===== src/rtl/pipe_hazard_tracker_pkg.sv =====
// Shared types and constants for the control-side hazard pipeline.
// Holds the stage record carried from ID/EX down to MEM/WB.
package pipe_hazard_tracker_pkg;

    localparam int OP_W  = 6;
    localparam int REG_W = 5;

    localparam logic [OP_W-1:0] NOP_OP = 6'b000000;
    localparam logic [OP_W-1:0] OP_BEQ = 6'b000100;
    localparam logic [OP_W-1:0] OP_BNE = 6'b000101;
    localparam logic [OP_W-1:0] OP_J   = 6'b000010;

    typedef struct packed {
        logic [OP_W-1:0]  op;
        logic [REG_W-1:0] rd;
        logic             wreg;
        logic             reg2reg;
        logic             wmem;
        logic             valid;
    } stage_t;

    // A bubble opcode must never look like a control transfer to the decode unit.
    function automatic logic is_ctrl_op(input logic [OP_W-1:0] op);
        return (op == OP_BEQ) || (op == OP_BNE) || (op == OP_J);
    endfunction

endpackage


===== src/rtl/pipe_hazard_tracker_sat_counter.sv =====
// Saturating event counter: +1 per cycle with inc high, sticks at all-ones.
// Latency: count reflects inc one edge later; no backpressure.
module sat_counter #(
    parameter int CNT_W = 16
) (
    input  logic             Clk,
    input  logic             Clrn,
    input  logic             inc,
    output logic [CNT_W-1:0] count
);

    localparam logic [CNT_W-1:0] CNT_MAX = {CNT_W{1'b1}};
    localparam logic [CNT_W-1:0] CNT_ONE = {{(CNT_W-1){1'b0}}, 1'b1};

    always_ff @(posedge Clk or negedge Clrn) begin
        if (!Clrn) begin
            count <= '0;
        end else if (inc && (count != CNT_MAX)) begin
            count <= count + CNT_ONE;
        end
    end

endmodule


===== src/rtl/pipe_hazard_tracker.sv =====
// ID/EX, EX/MEM, MEM/WB control registers feeding the decode hazard logic, plus perf counters.
// Latency: ID fields reach e/m/w outputs 1/2/3 edges later; STALL/Condep only insert bubbles.
module pipe_hazard_tracker #(
    parameter int                       CNT_W  = 16,
    parameter logic [5:0]               NOP_OP = pipe_hazard_tracker_pkg::NOP_OP
) (
    input  logic             Clk,
    input  logic             Clrn,
    input  logic [5:0]       Op,
    input  logic [4:0]       Rt,
    input  logic [4:0]       Rd,
    input  logic             Regrt,
    input  logic             Wreg,
    input  logic             Reg2reg,
    input  logic             Wmem,
    input  logic             STALL,
    input  logic             Condep,
    output logic [5:0]       eOp,
    output logic [4:0]       eRd,
    output logic             eWreg,
    output logic             eReg2reg,
    output logic             eWmem,
    output logic [4:0]       mRd,
    output logic             mWreg,
    output logic             mReg2reg,
    output logic             mWmem,
    output logic [4:0]       wRd,
    output logic             wWreg,
    output logic             wReg2reg,
    output logic [CNT_W-1:0] stall_cnt,
    output logic [CNT_W-1:0] flush_cnt,
    output logic [CNT_W-1:0] retire_cnt
);

    import pipe_hazard_tracker_pkg::*;

    // A misconfigured branch/jump bubble opcode falls back to the safe default.
    localparam logic [OP_W-1:0] BUBBLE_OP =
        is_ctrl_op(NOP_OP) ? pipe_hazard_tracker_pkg::NOP_OP : NOP_OP;

    stage_t           e_q;
    stage_t           m_q;
    stage_t           w_q;
    logic [REG_W-1:0] d_rd;
    logic             bubble;
    logic             stall_inc;
    logic             flush_inc;
    logic             unused_wb_bits;

    assign d_rd      = Regrt ? Rt : Rd;
    assign bubble    = !STALL || !Condep;
    assign stall_inc = !STALL && Condep;
    assign flush_inc = !Condep;

    always_ff @(posedge Clk or negedge Clrn) begin
        if (!Clrn) begin
            e_q <= '{op: BUBBLE_OP, rd: '0, wreg: 1'b0, reg2reg: 1'b0, wmem: 1'b0, valid: 1'b0};
            m_q <= '{op: BUBBLE_OP, rd: '0, wreg: 1'b0, reg2reg: 1'b0, wmem: 1'b0, valid: 1'b0};
            w_q <= '{op: BUBBLE_OP, rd: '0, wreg: 1'b0, reg2reg: 1'b0, wmem: 1'b0, valid: 1'b0};
        end else begin
            if (bubble) begin
                e_q <= '{op: BUBBLE_OP, rd: '0, wreg: 1'b0, reg2reg: 1'b1, wmem: 1'b0, valid: 1'b0};
            end else begin
                e_q <= '{op: Op, rd: d_rd, wreg: Wreg, reg2reg: Reg2reg, wmem: Wmem, valid: 1'b1};
            end
            m_q <= e_q;
            w_q <= m_q;
        end
    end

    assign eOp      = e_q.op;
    assign eRd      = e_q.rd;
    assign eWreg    = e_q.wreg;
    assign eReg2reg = e_q.reg2reg;
    assign eWmem    = e_q.wmem;
    assign mRd      = m_q.rd;
    assign mWreg    = m_q.wreg;
    assign mReg2reg = m_q.reg2reg;
    assign mWmem    = m_q.wmem;
    assign wRd      = w_q.rd;
    assign wWreg    = w_q.wreg;
    assign wReg2reg = w_q.reg2reg;

    // Opcode and store flag have no consumer once past MEM.
    assign unused_wb_bits = ^{w_q.op, w_q.wmem};

    sat_counter #(.CNT_W(CNT_W)) u_stall_cnt (
        .Clk   (Clk),
        .Clrn  (Clrn),
        .inc   (stall_inc),
        .count (stall_cnt)
    );

    sat_counter #(.CNT_W(CNT_W)) u_flush_cnt (
        .Clk   (Clk),
        .Clrn  (Clrn),
        .inc   (flush_inc),
        .count (flush_cnt)
    );

    sat_counter #(.CNT_W(CNT_W)) u_retire_cnt (
        .Clk   (Clk),
        .Clrn  (Clrn),
        .inc   (w_q.valid),
        .count (retire_cnt)
    );

endmodule


===== config.mk =====
export PLATFORM = sky130hd
export DESIGN_NAME = pipe_hazard_tracker
export DESIGN_NICKNAME = d
export VERILOG_FILES = /design/src/rtl/pipe_hazard_tracker_pkg.sv /design/src/rtl/pipe_hazard_tracker_sat_counter.sv /design/src/rtl/pipe_hazard_tracker.sv
export SDC_FILE = /design/constraint.sdc
export NUM_CORES = 1
export LEC_CHECK = 0
export BUFFER_PORTS_ARGS = -buffer_cell sky130_fd_sc_hd__buf_4
export CAP_MARGIN = 20
export CORE_MARGIN = 5
export CORE_UTILIZATION = 45
export CTS_CLUSTER_SIZE = 16
export DETAILED_ROUTE_END_ITERATION = 8
export GPL_ROUTABILITY_DRIVEN = 0
export PLACE_DENSITY = 0.74
export SLEW_MARGIN = 0
export SYNTH_ARGS = -nofsm -noshare
export SYNTH_HDL_FRONTEND = slang
export SYNTH_HIERARCHICAL = 1
export SYNTH_SLANG_ARGS = --single-unit

===== constraint.sdc =====
create_clock -name Clk -period 1.9 [get_ports Clk]
set_input_delay 0.475 -clock Clk [delete_from_list [all_inputs] [get_ports Clk]]
set_output_delay 0.475 -clock Clk [all_outputs]
set_load 0.05 [all_outputs]

# Word level (Yosys, flattened, before mapping)
# Cells that the tools add are included.
totals:
  regBits: 80
  in_bits: 24
op_classes:
  n_addsub: 3
  n_eq_ne: 3
  mux: 2
  reduce_logical: 7
ops:
  columns: ["op", "n"]
  rows:
  - ["adder 16 x 1 -> 16 bit, second input constant", 3]
  - ["inequality test 16 bit, second input constant", 3]
  - ["two-way mux 15 bit", 1]
  - ["two-way mux 5 bit", 1]
  - ["logical AND 1 bit", 4]
  - ["logical NOT 1 bit", 2]
  - ["logical OR 1 bit", 1]

# Depth between registers and ports, before layout
# Gate-level depths: netlist of run 1.
depth:
  depth_word: 3
  depth_mapped: 6
  ltp_nobuf: 6

# By module
# The synthesis of run 1 kept the hierarchy.
modules_own_cells:
  columns: ["module", "instances", "cells_each", "area_per_inst_um2", "seq_area_each_um2"]
  rows:
  - ["sat_counter", 3, 72, 859.6, 400.4]
  - ["pipe_hazard_tracker", 1, 77, 1106.1, 800.8]

# Least setup slack after synthesis of run 1
# Ideal clock, no wire load.
synth_timing:
  path_type: "register to register"
  from: "reg u_flush_cnt.count[13]"
  to: "reg u_flush_cnt.count[1]"
  setup_ns: 0.128
  t_arrival_ns: 1.688
  slack_ns: 0.084
  path_stages_with_launch: 5
  path_buffers: 0
  period_less_slack_ns: 1.816
  path_cell_list: "dfrtp_1 > and4_1 > nand3_4 > o31ai_4 > mux2_1"
synth_via:
  elab_chain_len: 2
synth_rtl:
  columns: ["item", "line", "rtl"]
  rows:
  - ["start, declared", "pipe_hazard_tracker_sat_counter.sv:9", "output logic [CNT_W-1:0] count"]
  - ["start signal, assigned", "pipe_hazard_tracker_sat_counter.sv:19", "count <= count + CNT_ONE;"]
  - ["inequality test 16 bit", "pipe_hazard_tracker_sat_counter.sv:18", "end else if (inc && (count != CNT_MAX)) begin"]
  - ["logical AND 1 bit", "pipe_hazard_tracker_sat_counter.sv:18", null]
# No other way between the ends.
# A chain may end at the register's enable or synchronous reset.

# Worst setup path in the final report of run 1
layout_timing:
  from: "reg u_retire_cnt.count[0]"
  to: "reg u_retire_cnt.count[14]"
layout_via:
  elab_chain_len: 2
  elab_cells_between_ends: 3
  classes_between: "1 x add/sub; 1 x eq/ne; 1 x reduce/logical"
layout_rtl:
  columns: ["item", "line"]
  rows:
  - ["start, declared", "pipe_hazard_tracker_sat_counter.sv:9"]
  - ["start signal, assigned", "pipe_hazard_tracker_sat_counter.sv:19"]
  - ["parallel branches: the longest is 2 deep, another holds adder 16 x 1 -> 16 bit", null]
# Several ways; the timed one is not identified.

==> metrics.csv, run 1 <==
stage,metric,value,unit
synthesis,syn_area_per_cell,12.6,sq um
synthesis,synth_top_area_share,54.3,%
final_layout,fin_area,4680,sq um
clock_tree,clk_pin_slew,0.09,ns
placement,place_inst,481,
synthesis,syn_area,3680,sq um
placement,hpwl,5.93,mm
synthesis,synth-compound-area-share,9.27,%
clock_tree,cts_tree,yes,
worst_setup_path,path_class,reg2reg,
final_layout,area_growth,27.1,%
worst_setup_path,r2r-end,u_retire_cnt/count[14]$_DFFE_PN0P_,
worst_setup_path,cp_num_buf_inv,0,
worst_setup_path,r2r-start,u_retire_cnt/count[0]$_DFFE_PN0P_,
synthesis,syn_inst,293,
clock_tree,h-tree-depth,3,
timing,whs,0.120,ns
drt,vias,2691,
synthesis,synth.largest_area_cell,dfrtp_1,
pwr,internal-power,3.14,mW
pwr,p_sw_share,39.4,%
drt,detail-route-antenna-nets,0,
global_routing,antenna_found_initial,0,
drt,totalWireLength,8.06,mm
pwr,p_seq_share,43.0,%
timing,maxSlewHeadroom,71.3,%
die,fp.dieW,100,microns
final_layout,layout-drive-gt1-share,38.8,%
timing,setup_ws,0.238,ns
clock_tree,cts_sinks,80,
final_layout,n_antenna_cell,0,
timing,drv_slew,0,
worst_setup_path,crit_path_end_kind,flop,
final_layout,layout.nets,414,
hold_path,hp-class,in2async,
drt,wire_per_inst,16.2,microns
drt,first_pass_iters,4,
synthesis,yosysMostFrequentCell,dfrtp_1,
global_routing,grt_pass1_vias,2769,
pwr,combPwrFrac,29.8,%
placement,post-place-ws,0.146,ns
timing,finalHoldViolCount,0,
global_routing,grt_pass1_wl,13.7,mm
die,core-area,8090,sq um
synthesis,synth_top_family_by_area,simple AND/OR/NAND/NOR gates,
outcome,status,completed,
drt,drt-initial-drc-count,92,
clock_tree,cts-hold-fix-buffers,0,
worst_setup_path,crit_family,simple AND/OR/NAND/NOR gates,
worst_setup_path,worst-path-max-fanout,6,
die,pin_count,101,
timing,worst_pin_slew,0.430,ns
timing,min_period,1.66,ns
synthesis,synthXorXnorAreaFrac,4.99,%
pwr,pwr-share-clk,27.2,%
worst_setup_path,arrival,1.90,ns
synthesis,synth-seq-cells,80,
clock_tree,cts_root_buf,clkbuf_8,
synthesis,synth-seq-area-share,54.3,%
clock_tree,cts_buffers,9,
synthesis,ys_top_cells_by_area,"dfrtp_1 (54%), buf_4 (4.3%), nand4_1 (4.1%), xnor2_1 (3.6%), nor4_4 (3.5%)",
synthesis,synthMuxAreaShare,2.28,%
synthesis,synth_fa_ha_area_share,1.02,%
worst_setup_path,path_cells,ha_1 > nand2_1 > nor4_4 > nand4_1 > xnor2_1,
final_layout,instances_no_fill,497,
die,fp.dieH,100,microns
die,rows,33,
pwr,p_leak,2.27,nW
global_routing,grt_overflow_total,0,
timing,finClkSkew,0.00875,ns
timing,finalSetupViolCount,0,
die,die_area,10100,sq um
worst_setup_path,slowest_delay,0.44,ns
worst_setup_path,cp.required,2.14,ns
synthesis,synthSimpleGateAreaFrac,23.5,%
timing,setup_tns,0,ns
placement,numPortBuffers,100,
global_routing,grt_use_total,17.1,%
synthesis,synth_edf_count,0,
run,max_cap_viol_count,0,
synthesis,synth_commonest_cells,"dfrtp_1 (80), nand4_1 (24), buf_4 (21)",
worst_setup_path,slowest_stage,dfrtp_1,
worst_setup_path,rrSetupSlack,0.24,ns
synthesis,ys.warnings.count,6,
worst_setup_path,ff2ff_path_depth,5,
synthesis,synth_ff_type,dfrtp_1,
clock_tree,postCtsSetupBuffers,0,
pwr,switchingPower,2.04,mW
synthesis,yosysUniqueCellTypes,33,
worst_setup_path,start_kind,flop,
timing,fmax,602,MHz
global_routing,grt_max_degree,81,
clock_tree,cts.path.max_buffers,2,
die,start_util,45.5,%
timing,rsz0062_at_grt,no,
drt,vias_per_cell,5.41,
placement,dpl-instance-area,4450,sq um
pwr,ir_drop,0.388,mV
pwr,power.density,1110,nW/um^2
clock_tree,post_cts_resized,0,
timing,fin_crit_sh,87.5,%
drt,post-route-drc-count,0,
synthesis,synthArstFlopShare,100,%
synthesis,syn_nets,320,
clock_tree,clk_latency,0.35,ns
==> per-stage QoR <==
stage | power [mW] | utilization [%]
3_5_place_dp | 3.82 | 55.0
4_1_cts | 5.25 | 57.9
5_1_grt | 5.46 | 57.9
2_1_floorplan | 3.27 | -
3_3_place_gp | 3.79 | 55.0
6_report | 5.19 | 57.9
==> logic make-up (layout without fill, tap and decap cells) <==
logic type               count (synthesis)  after routing
AO/OA/AOI/OAI                           45             45
XOR/XNOR                                21             21
adder cells (fa/ha/maj)                  3              3
buffers and inverters                   24            123
flip-flops                              80             80
multiplexers                             8              8
AND/OR/NAND/NOR                        112            112
==> worst max path at each step <==
stage                                           start                                 end  slack (ns)  cells after the start
floorplan           u_flush_cnt/count[13]$_DFFE_PN0P_    u_flush_cnt/count[1]$_DFFE_PN0P_        0.08                      4
global placement                                STALL    u_stall_cnt/count[5]$_DFFE_PN0P_        0.22                      7
detailed placement                              STALL    u_stall_cnt/count[7]$_DFFE_PN0P_        0.15                      7
CTS                 u_retire_cnt/count[0]$_DFFE_PN0P_   u_retire_cnt/count[1]$_DFFE_PN0P_        0.25                      4
global route         u_stall_cnt/count[0]$_DFFE_PN0P_   u_stall_cnt/count[14]$_DFFE_PN0P_        0.13                      5
finish              u_retire_cnt/count[0]$_DFFE_PN0P_  u_retire_cnt/count[14]$_DFFE_PN0P_        0.24                      5
==> cell type report <==
| class | count | area [sq um] |
|---|---|---|
| fillers | 713 | 3410 |
| flip-flops and latches | 80 | 2000 |
| multi-input cells | 189 | 1510 |
| repair buffers | 105 | 801 |
| well taps | 105 | 131 |
| clock buffers | 9 | 124 |
| clock inverters | 7 | 105 |
| inverters | 2 | 7.51 |
==> state kept, by name, indices dropped and copies added, names as in the netlist <==
register / flops
u_flush_cnt/count: 16
u_retire_cnt/count: 16
u_stall_cnt/count: 16
eOp: 6
eRd: 5
mRd: 5
wRd: 5
eReg2reg: 1
eWmem: 1
eWreg: 1
e_q: 1
mReg2reg: 1
mWmem: 1
mWreg: 1
m_q: 1
wReg2reg: 1
wWreg: 1
w_q: 1
==> layer usage <==
layer / GRT usage (%) / wire length (microns) / up-vias
met4: 6.53 / 106 / 0
met5: 0 / 0 / -
li1: - / - / 1266
met3: 4.36 / 546 / 8
met1: 22.5 / 3470 / 1331
met2: 27.4 / 3940 / 86
==> power by group through the flow <==
stage	Sequential (mW)	Combinational, mW	Clock, mW
after floorplan	2.83	0.439	0
after global placement	2.25	1.53	0
after detailed placement	2.27	1.55	0
after CTS	2.23	1.56	1.46
after global routing	2.28	1.63	1.55
final	2.23	1.54	1.41
==> cells in the final DEF, fill, tap and decap left out, types with 5 or more instances in the layout <==
cell	n
o21a_1	15
dfrtp_1	80
nor4_4	6
buf_4	104
a21oi_1	9
nand4_1	24
nand3_1	15
and3_1	14
xor2_1	6
nand2_1	12
mux2i_1	5
a31oi_1	9
xnor2_1	15
clkbuf_8	9
nor2_1	12
Note: power is estimated with default switching activity, not from simulation.
==> run 2: changes to the inputs <==
Settings changed: PLACE_DENSITY 0.74 to 0.75, SYNTH_HIERARCHICAL 1 to unset.
==> run 2 against run 1 <==
Effect of this change:
- sequential cell count unchanged
- cell count is 1.0% higher
- global-route usage is 1.0 points lower
- worst setup slack lost 0.12 ns
- critical path depth is 1 lower
- first-iteration DRC count decreased by 37%
- wire length decreased by 7.1%
- clock skew increased by 0.0048 ns
==> metrics.csv, run 2 <==
stage,metric,value,unit
outcome,status,completed,
synthesis,synth_commonest_cells,"dfrtp_1 (80), nor2_1 (22), nand4_1 (20), xnor2_1 (20), nand3_1 (19)",
timing,fin_crit_sh,93.9,%
final_layout,final_common_cell,buf_4,
placement,numPortBuffers,100,
global_routing,grt_pass1_wl,12.7,mm
die,pin_count,101,
timing,drv_slew,0,
global_routing,grt_overflow_total,0,
clock_tree,cts_root_buf,clkbuf_8,
synthesis,syn_nets,323,
hold_path,hp-class,in2async,
global_routing,antenna_found_initial,0,
synthesis,synth-seq-cells,80,
global_routing,grt_max_degree,35,
drt,vias,2528,
timing,min_period,1.78,ns
synthesis,yosysMostFrequentCell,dfrtp_1,
final_layout,largestRegisters,"u_flush_cnt.count: 16 flops, u_retire_cnt.count: 16 flops, u_stall_cnt.count: 16 flops",
timing,maxSlewHeadroom,69.5,%
synthesis,synth.largest_area_cell,dfrtp_1,
die,die_area,9470,sq um
synthesis,yosysUniqueCellTypes,43,
clock_tree,clk_latency,0.34,ns
final_layout,final_cell_mix,"buf_4 (110), dfrtp_1 (47), dfrtp_2 (33), nor2_1 (22)",
synthesis,synth_edf_count,0,
final_layout,fillCellCount,596,
synthesis,synth_ff_type,dfrtp_1,
synthesis,synthArstFlopShare,100,%
timing,finalSetupViolCount,0,
worst_setup_path,r2r-end,u_stall_cnt.count[1]$_DFFE_PN0P_,
die,fp.dieH,97.3,microns
drt,drt-initial-drc-count,58,
clock_tree,h-tree-depth,3,
synthesis,synth-seq-area-share,58.4,%
final_layout,area_growth,33.0,%
clock_tree,cts_buffers,9,
clock_tree,postCtsSetupBuffers,0,
worst_setup_path,path_class,reg2reg,
synthesis,ys_top_cells_by_area,"dfrtp_1 (58%), xnor2_1 (5.1%), nand4_1 (3.6%), xor2_1 (3.6%), buf_4 (3.5%)",
pwr,p_leak,2.19,nW
worst_setup_path,cp-startpoint,u_stall_cnt.count[7]$_DFFE_PN0P_,
worst_setup_path,cp.required,2.11,ns
drt,wire_per_inst,14.9,microns
drt,first_pass_iters,4,
timing,finalHoldViolCount,0,
die,rows,31,
die,start_util,46.8,%
drt,vias_per_cell,5.04,
timing,worst_pin_slew,0.454,ns
synthesis,syn_area_per_cell,11.6,sq um
timing,whs,0.0772,ns
clock_tree,cts_tree,yes,
synthesis,syn_inst,296,
clock_tree,cts.path.max_buffers,2,
die,core-area,7330,sq um
final_layout,n_antenna_cell,0,
worst_setup_path,worst-path-max-fanout,6,
pwr,ir_drop,1.06,mV
synthesis,syn_area,3430,sq um
timing,finClkSkew,0.0136,ns
worst_setup_path,rrSetupSlack,0.12,ns
timing,fmax,560,MHz
final_layout,layout.nets,425,
run,max_cap_viol_count,0,
global_routing,grt_pass1_vias,2683,
worst_setup_path,crit_end,u_stall_cnt.count[1]$_DFFE_PN0P_,
drt,post-route-drc-count,0,
clock_tree,cts-hold-fix-buffers,0,
synthesis,ys.warnings.count,0,
clock_tree,post_cts_resized,0,
drt,detail-route-antenna-nets,0,
worst_setup_path,arrival,2.00,ns
drt,totalWireLength,7.48,mm
timing,rsz0062_at_grt,no,
pwr,finalPower,5.48,mW
worst_setup_path,ff2ff_path_depth,4,
final_layout,layout-drive-gt1-share,42.4,%
placement,hpwl,5.60,mm
pwr,power.density,1200,nW/um^2
die,fp.dieW,97.3,microns
synthesis,synth_top_area_share,58.4,%
worst_setup_path,start_kind,flop,
worst_setup_path,crit_path_end_kind,flop,
global_routing,grt_use_total,16.1,%
worst_setup_path,r2r-start,u_stall_cnt.count[7]$_DFFE_PN0P_,
clock_tree,clk_pin_slew,0.09,ns
clock_tree,cts_sinks,80,
[run 2: cell count changes after synthesis, sizes merged, moves of 5 or more]
cell | previous run | this run
nor3 | 3 | 12
and4 | 9 | 2
a31oi | 9 | 3
nand4 | 30 | 20
o21a | 15 | 2
a21oi | 9 | 4
xor2 | 6 | 14
nor2 | 15 | 22
xnor2 | 15 | 20
[run 2: logic make-up (layout without fill, tap and decap cells)]
kind of cell	count (synthesis)	after routing	share of synthesized area, %
buffers and inverters	26	133	4.81
muxes	12	12	3.83
xor gates and xnor gates	34	34	8.68
and+or+nand+nor	125	125	20.1
DFF	80	80	58.4
adders and majority gates	3	3	1.09
AOI/OAI and AO/OA	16	16	3.10
[run 2: where the power goes]
part	internal [mW]	switching, mW
clock	0.910	0.581
combinational	0.570	1.15
sequential	1.95	0.318
[run 2: routing by layer]
metal | part of all wire (%) | up-vias | GRT usage (%)
met5 | 0 | - | 0
met4 | 0.49 | 0 | 5.22
met3 | 6.4 | 4 | 4.74
met2 | 49 | 72 | 25.8
met1 | 44 | 1216 | 21.1
li1 | - | 1236 | -
[run 2: layout make-up]
cell class	instances	area (sq um)	area share [%]
inverters	6	22.5	0.494
multi-input cells	190	1280	28.1
clock inverters	5	104	2.28
repair buffers	111	846	18.5
clock buffers	11	141	3.10
flip-flops and latches	80	2040	44.8
well taps	99	124	2.72
[run 2: worst max-delay path: stages (launching register included)]
cell     delay (ns)
dfrtp_2        0.43
nand4_1        0.14
or4_1          0.60
and2_4         0.20
mux2_4         0.29
[run 2: metrics by stage]
step	worst slack [ns]	std cells	util, %	instance area, sq um	TNS (ns)
after floorplan	-0.0940	296	-	3490	-0.0940
after global placement	0.177	486	58.9	4320	0
after detailed placement	0.136	486	58.9	4320	0
after CTS	0.119	502	62.2	4560	0
after global routing	0.0264	502	62.2	4560	0
final	0.115	502	62.2	4560	0
[run 2: worst min-delay path by stage]
stage | startpoint | endpoint | slack, ns | cells past startpoint
global route | Clrn | mWmem$_DFF_PN0_ | 0.09 | 1
global placement | m_q[0]$_DFF_PN0_ | w_q[0]$_DFF_PN0_ | 0.34 | 0
finish | Clrn | u_retire_cnt.count[9]$_DFFE_PN0P_ | 0.08 | 1
CTS | Clrn | u_retire_cnt.count[4]$_DFFE_PN0P_ | 0.08 | 1
floorplan | Clrn | eOp[0]$_DFF_PN0_ | 0.18 | 0
detailed placement | e_q[0]$_DFF_PN0_ | m_q[0]$_DFF_PN0_ | 0.34 | 0
